### src/rtl/uart_pkg.sv
// Shared UART types and framing constants for the transmit and receive paths.
// Used by uart_tx_byte and uart_word_tx.
package uart_pkg;

    typedef enum logic [2:0] {
        IDLE   = 3'd0,
        START  = 3'd1,
        DATA   = 3'd2,
        PARITY = 3'd3,
        STOP   = 3'd4
    } tx_state_t;

    localparam int   UART_DATA_BITS      = 8;
    localparam int   UART_BYTES_PER_WORD = 4;
    localparam logic UART_IDLE_LEVEL     = 1'b1;

endpackage

### src/rtl/uart_byte_if.sv
// Byte-level valid/ready handshake between the word wrapper and the frame
// serialiser.
interface uart_byte_if;
    import uart_pkg::*;

    logic                      valid;
    logic                      ready;
    logic [UART_DATA_BITS-1:0] data;

    modport src (output valid, output data, input ready);
    modport snk (input valid, input data, output ready);

endinterface

### src/rtl/uart_tx_byte.sv
// Single-frame serialiser: start, 8 data bits LSB first, optional even parity
// (UART_TX_PARITY_EN), stop.
module uart_tx_byte
    import uart_pkg::*;
#(
    parameter int CLKS_PER_BIT = 87
) (
    input  logic        clk_i,
    input  logic        rst_ni,
    uart_byte_if.snk    byte_if,
    output logic        txd_o
);

    localparam int            BW       = $clog2(CLKS_PER_BIT);
    localparam logic [BW-1:0] LAST_CLK = BW'(CLKS_PER_BIT - 1);
    localparam logic [2:0]    LAST_BIT = 3'(UART_DATA_BITS - 1);

    tx_state_t                 state_q, state_d;
    logic [BW-1:0]             baud_q, baud_d;
    logic [2:0]                bit_q, bit_d;
    logic [UART_DATA_BITS-1:0] data_q, data_d;
    logic                      txd_q, txd_d;
    logic                      tick;

    assign tick  = (baud_q == LAST_CLK);
    assign txd_o = txd_q;

    always_comb begin
        state_d       = state_q;
        baud_d        = baud_q + BW'(1);
        bit_d         = bit_q;
        data_d        = data_q;
        txd_d         = txd_q;
        byte_if.ready = 1'b0;
        if (state_q == IDLE || tick) begin
            baud_d = '0;
        end
        unique case (state_q)
            IDLE: begin
                byte_if.ready = 1'b1;
                if (byte_if.valid) begin
                    state_d = START;
                    data_d  = byte_if.data;
                    txd_d   = 1'b0;
                end
            end
            START: begin
                if (tick) begin
                    state_d = DATA;
                    bit_d   = '0;
                    txd_d   = data_q[0];
                end
            end
            DATA: begin
                if (tick) begin
                    if (bit_q == LAST_BIT) begin
`ifdef UART_TX_PARITY_EN
                        state_d = PARITY;
                        txd_d   = ^data_q;
`else
                        state_d = STOP;
                        txd_d   = UART_IDLE_LEVEL;
`endif
                    end else begin
                        bit_d = bit_q + 3'd1;
                        txd_d = data_q[bit_q + 3'd1];
                    end
                end
            end
`ifdef UART_TX_PARITY_EN
            PARITY: begin
                if (tick) begin
                    state_d = STOP;
                    txd_d   = UART_IDLE_LEVEL;
                end
            end
`endif
            STOP: begin
                // Chain straight into the next start bit when a byte waits.
                if (tick) begin
                    byte_if.ready = 1'b1;
                    if (byte_if.valid) begin
                        state_d = START;
                        data_d  = byte_if.data;
                        txd_d   = 1'b0;
                    end else begin
                        state_d = IDLE;
                    end
                end
            end
            default: begin
                state_d = IDLE;
                txd_d   = UART_IDLE_LEVEL;
            end
        endcase
    end

    always_ff @(posedge clk_i or negedge rst_ni) begin
        if (!rst_ni) begin
            state_q <= IDLE;
            baud_q  <= '0;
            bit_q   <= '0;
            data_q  <= '0;
            txd_q   <= UART_IDLE_LEVEL;
        end else begin
            state_q <= state_d;
            baud_q  <= baud_d;
            bit_q   <= bit_d;
            data_q  <= data_d;
            txd_q   <= txd_d;
        end
    end

endmodule

### src/rtl/uart_word_tx.sv
// 32-bit word transmitter: four back-to-back frames, LSB byte first.
// Define UART_TX_PARITY_EN for 8E1 framing; default is 8N1.
module uart_word_tx
    import uart_pkg::*;
#(
    parameter int CLKS_PER_BIT = 87
) (
    input  logic        clk,
    input  logic        rst_n,
    input  logic [31:0] word_in,
    input  logic        word_valid,
    output logic        word_ready,
    output logic        TxD,
    output logic        busy,
    output logic        done
);

    localparam logic [1:0] LAST_BYTE = 2'(UART_BYTES_PER_WORD - 1);

    uart_byte_if byte_if ();

    logic [31:0] shreg_q, shreg_d;
    logic [1:0]  cnt_q, cnt_d;
    logic        busy_q, busy_d;
    logic        done_q, done_d;
    logic        accept;

    assign accept     = word_valid && !busy_q;
    assign word_ready = !busy_q;
    assign busy       = busy_q;
    assign done       = done_q;

    always_comb begin
        shreg_d       = shreg_q;
        cnt_d         = cnt_q;
        busy_d        = busy_q;
        done_d        = 1'b0;
        byte_if.valid = 1'b0;
        if (accept) begin
            shreg_d       = word_in;
            cnt_d         = '0;
            busy_d        = 1'b1;
            byte_if.valid = 1'b1;
        end else if (busy_q) begin
            byte_if.valid = (cnt_q != LAST_BYTE);
            if (byte_if.ready) begin
                if (cnt_q == LAST_BYTE) begin
                    busy_d = 1'b0;
                    done_d = 1'b1;
                end else begin
                    cnt_d   = cnt_q + 2'd1;
                    shreg_d = {8'h00, shreg_q[31:8]};
                end
            end
        end
        // The byte offered is always the low byte of the next register value.
        byte_if.data = shreg_d[7:0];
    end

    always_ff @(posedge clk or negedge rst_n) begin
        if (!rst_n) begin
            shreg_q <= '0;
            cnt_q   <= '0;
            busy_q  <= 1'b0;
            done_q  <= 1'b0;
        end else begin
            shreg_q <= shreg_d;
            cnt_q   <= cnt_d;
            busy_q  <= busy_d;
            done_q  <= done_d;
        end
    end

    uart_tx_byte #(
        .CLKS_PER_BIT (CLKS_PER_BIT)
    ) u_tx_byte (
        .clk_i   (clk),
        .rst_ni  (rst_n),
        .byte_if (byte_if),
        .txd_o   (TxD)
    );

endmodule

### config.mk
export PLATFORM = sky130hd
export DESIGN_NAME = uart_word_tx
export DESIGN_NICKNAME = d
export VERILOG_FILES = /design/src/rtl/uart_pkg.sv /design/src/rtl/uart_byte_if.sv /design/src/rtl/uart_tx_byte.sv /design/src/rtl/uart_word_tx.sv
export SDC_FILE = /design/constraint.sdc
export NUM_CORES = 1
export LEC_CHECK = 0
export ABC_AREA = 1
export CAP_MARGIN = 10
export CORE_ASPECT_RATIO = 0.7
export CORE_MARGIN = 1
export CORE_UTILIZATION = 50
export DETAILED_ROUTE_END_ITERATION = 6
export HOLD_SLACK_MARGIN = 0.02
export PLACE_DENSITY_LB_ADDON = 0.15
export RECOVER_POWER = 50
export SYNTH_ARGS = -nofsm -noshare
export SYNTH_HDL_FRONTEND = slang
export SYNTH_SLANG_ARGS = --single-unit
export TNS_END_PERCENT = 1
### constraint.sdc
create_clock -name clk -period 2.6 [get_ports clk]
set_clock_uncertainty 0.2 [all_clocks]
set_input_delay 0.26 -clock clk [delete_from_list [all_inputs] [get_ports clk]]
set_output_delay 0.26 -clock clk [all_outputs]
set_load 0.1 [all_outputs]
==> run metrics <==
synth top area cells=dfrtp_1 (52%), nand2_1 (11%), nand3_1 (8.5%), nand3_2 (3.3%), o211ai_1 (3.3%); vias in the first global route=2201; launch point of the worst reg-to-reg path=u_tx_byte.baud_q[0]$_DFF_PN0_; Hold Path Origin=u_tx_byte.data_q[3]$_DFFE_PN0P_; GRT Residual Overflow=0; Setup violations, final=0; CTS root buffer=clkbuf_8; WL final=5730 um; gr usage total=23.8%; CP Launch Type=flip-flop; H-tree lvl count=3; part of the cycle the worst path needs=79.7%; commonest non-fill, non-tap cells in the layout=nand2_1 (80), dfrtp_1 (56), nand3_1 (47), clkdlybuf4s50_1 (33), inv_1 (19); outcome=completed; Leak=1.62 nW; Initial Utilization=52.2%; die area=0.00583 mm2; Crit Path Category=flip-flop to flip-flop; clk_lat worst skew=0.34 ns; Peak VDD IR=0.381 mV; HPWL Detailed=3950 um; n_diodes=0; post-synthesis simple-gate area fraction=31.7%; Rel. slew slack=5.84%; Placement Setup Slack=0.491 ns; Hold Violations, Final=0; Final Wtd Congestion=0.871; Reg-to-Reg End=cnt_q[0]$_DFFE_PN0P_; Distinct cells, synth=29; initial antenna violation count=0; commonest non-fill, non-tap cell in the layout=nand2_1; storage element area=0.00145 mm2; Synth Area in Compound Gates=7.62%; die width=90.8 um; global-route wire length before repair=10500 um; Fill cells=477; dpl cells=416; Vias/cell=5.20; post-route ant nets=0; Syn Area/Cell=8.85 um2; # rows=22; non-filler cells, final=433; P&R area growth vs syn=22.3%; clk buf depth=2; Yosys warning total=0; required time of the critical path=2.60 ns; initial DRC count=140; Tot Pwr=0.00373 W; crit end category=flip-flop; Worst path max stage delay=0.41 ns; clock-pin slew on the worst setup and hold paths=0.06 ns; worst hold path type=flip-flop to flip-flop; Layout Nets=396; Peak Freq=483 MHz; I/O Buffers=38; Async SR Flop Fraction=100%; largest family of logic cells by synthesized area=simple AND/OR/NAND/NOR gates; Post-synth EDFFs=0; wire per inst=13.2 um; max_cap viols=0; Post-Synthesis Cells=312; Syn Std Cell Area=0.00276 mm2; Synthesized Nets=352; max-slew violations=0; RSZ-0062 raised after global routing=no; Ports=39; Vias=2253; residual DRC count=0; die outline height=64.2 um; Slowest-stage cell, CP=dfrtp_1; worst setup margin=0.528 ns; R2R setup slack=0.53 ns; area of the multi-input gates=0.00116 mm2; most used flip-flop cell after synthesis=dfrtp_1; Seq/Total Area, Yosys=52.6%; Synth Area in Adders=2.27%; CTS sink cnt=58; postcts setup bufs=0; WHS Endpoint=u_tx_byte.data_q[3]$_DFFE_PN0P_; area share of the largest cell type after synthesis=51.7%; Core ar.=0.00529 mm2; hold path depth=2; mux contribution to synthesized area=0.363%; Worst Path Arrival=2.07 ns; layout cell share with drive strength beyond 1=13.0%; drt pass-1 iters=4; XOR/XNOR share of the synthesized area=0%; R2R depth=9; slew at the pin closest to its max-slew limit=1.41 ns; CTS Buf Count=9; largest net degree at the start of global routing=59; Pwr per Cell Area=1100 mW/mm2; setup_tns=0 ns; clock period minus worst slack=2.07 ns; largest area contributor in the netlist=dfrtp_1; crit path cell chain=inv_1 -> ha_1 -> nand2_1 -> inv_1 -> nand3_2 -> nand2_4 -> nand3_4 -> nand2_1 -> mux2i_1; worst-path fanout max=18; synthesized flop and latch total=58; CTS tree=yes; crit path launch=u_tx_byte.baud_q[0]$_DFF_PN0_
[through the flow]
stage,utilization (%),hold slack (ns),instance area [um2]
2_1_floorplan,-,-0.236,2760
3_3_place_gp,60.7,0.0858,3210
3_5_place_dp,60.7,0.0872,3210
4_1_cts,64.3,0.244,3400
5_1_grt,63.9,0.295,3380
6_report,63.9,0.279,3380
[worst max-delay path by stage]
stage,to,cells after the start
global route,shreg_q[26]$_DFFE_PN0P_,9
detailed placement,u_tx_byte.state_q[2]$_DFFE_PN0P_,9
floorplan,u_tx_byte.state_q[2]$_DFFE_PN0P_,9
CTS,cnt_q[0]$_DFFE_PN0P_,9
global placement,u_tx_byte.state_q[2]$_DFFE_PN0P_,9
finish,cnt_q[0]$_DFFE_PN0P_,9
[worst max-delay path, delay by kind of cell, from the launching register on]
| family | cells | cell delay, ns |
|---|---|---|
| buffers and inverters | 2 | 0.13 |
| and+or+nand+nor | 5 | 0.94 |
| adders and majority gates | 1 | 0.13 |
| muxes | 1 | 0.12 |
| DFF | 1 | 0.41 |
[synth_stat cells, types with 3 or more instances]
master and n:
nor3_1 3, nor2_1 17, nand3_1 47, inv_1 19, nor2_4 3, inv_2 5, nand2_1 80, dfrtp_1 57
o21ai_1 3, o21ai_0 15, nand3_2 9, buf_2 6, a21oi_1 6, nand4_1 8, o211ai_1 12, ha_1 5
[layer usage]
layer	part of all wire [%]	wire length (um)	GRT usage, %
met2	42	2420	33.4
met5	0	0	0
met3	5.0	284	8.57
met4	0.33	19	7.14
met1	52	3000	34.2
[report_power, final]
group          leakage, nW  switching (W)  internal, W
clock network       0.0965       0.000343     0.000421
registers            0.750       0.000184      0.00125
logic                0.770        0.00103     0.000502
[final cells by class]
| class | count | area share [%] |
|---|---|---|
| tap | 72 | 2.67 |
| multi-input combinational | 219 | 34.3 |
| timing repair buffer | 44 | 11.9 |
| clock inverter | 2 | 0.296 |
| inverter | 24 | 2.67 |
| clock buffer | 14 | 5.11 |
| sequential | 58 | 43.1 |
[state kept, by name, indices dropped and copies added, names as in the netlist]
register and flops:
shreg_q 32, u_tx_byte.bit_q 3, done 1, cnt_q 2, u_tx_byte.txd_o 1, u_tx_byte.baud_q 7, busy 1, u_tx_byte.data_q 8
u_tx_byte.state_q 3
[kinds of logic after synthesis]
| logic type | count (synthesis) |
|---|---|
| AOI/OAI and AO/OA | 36 |
| muxes | 1 |
| buffers and inverters | 35 |
| DFF | 58 |
| and+or+nand+nor | 177 |
| adders and majority gates | 5 |
[timing repair]
action                                 4_1_cts  5_1_grt
hold buffers                                 1        0
endpoints found under the hold margin       58        0
resized for setup                            0        0
Note: power is estimated with default switching activity, not from simulation.
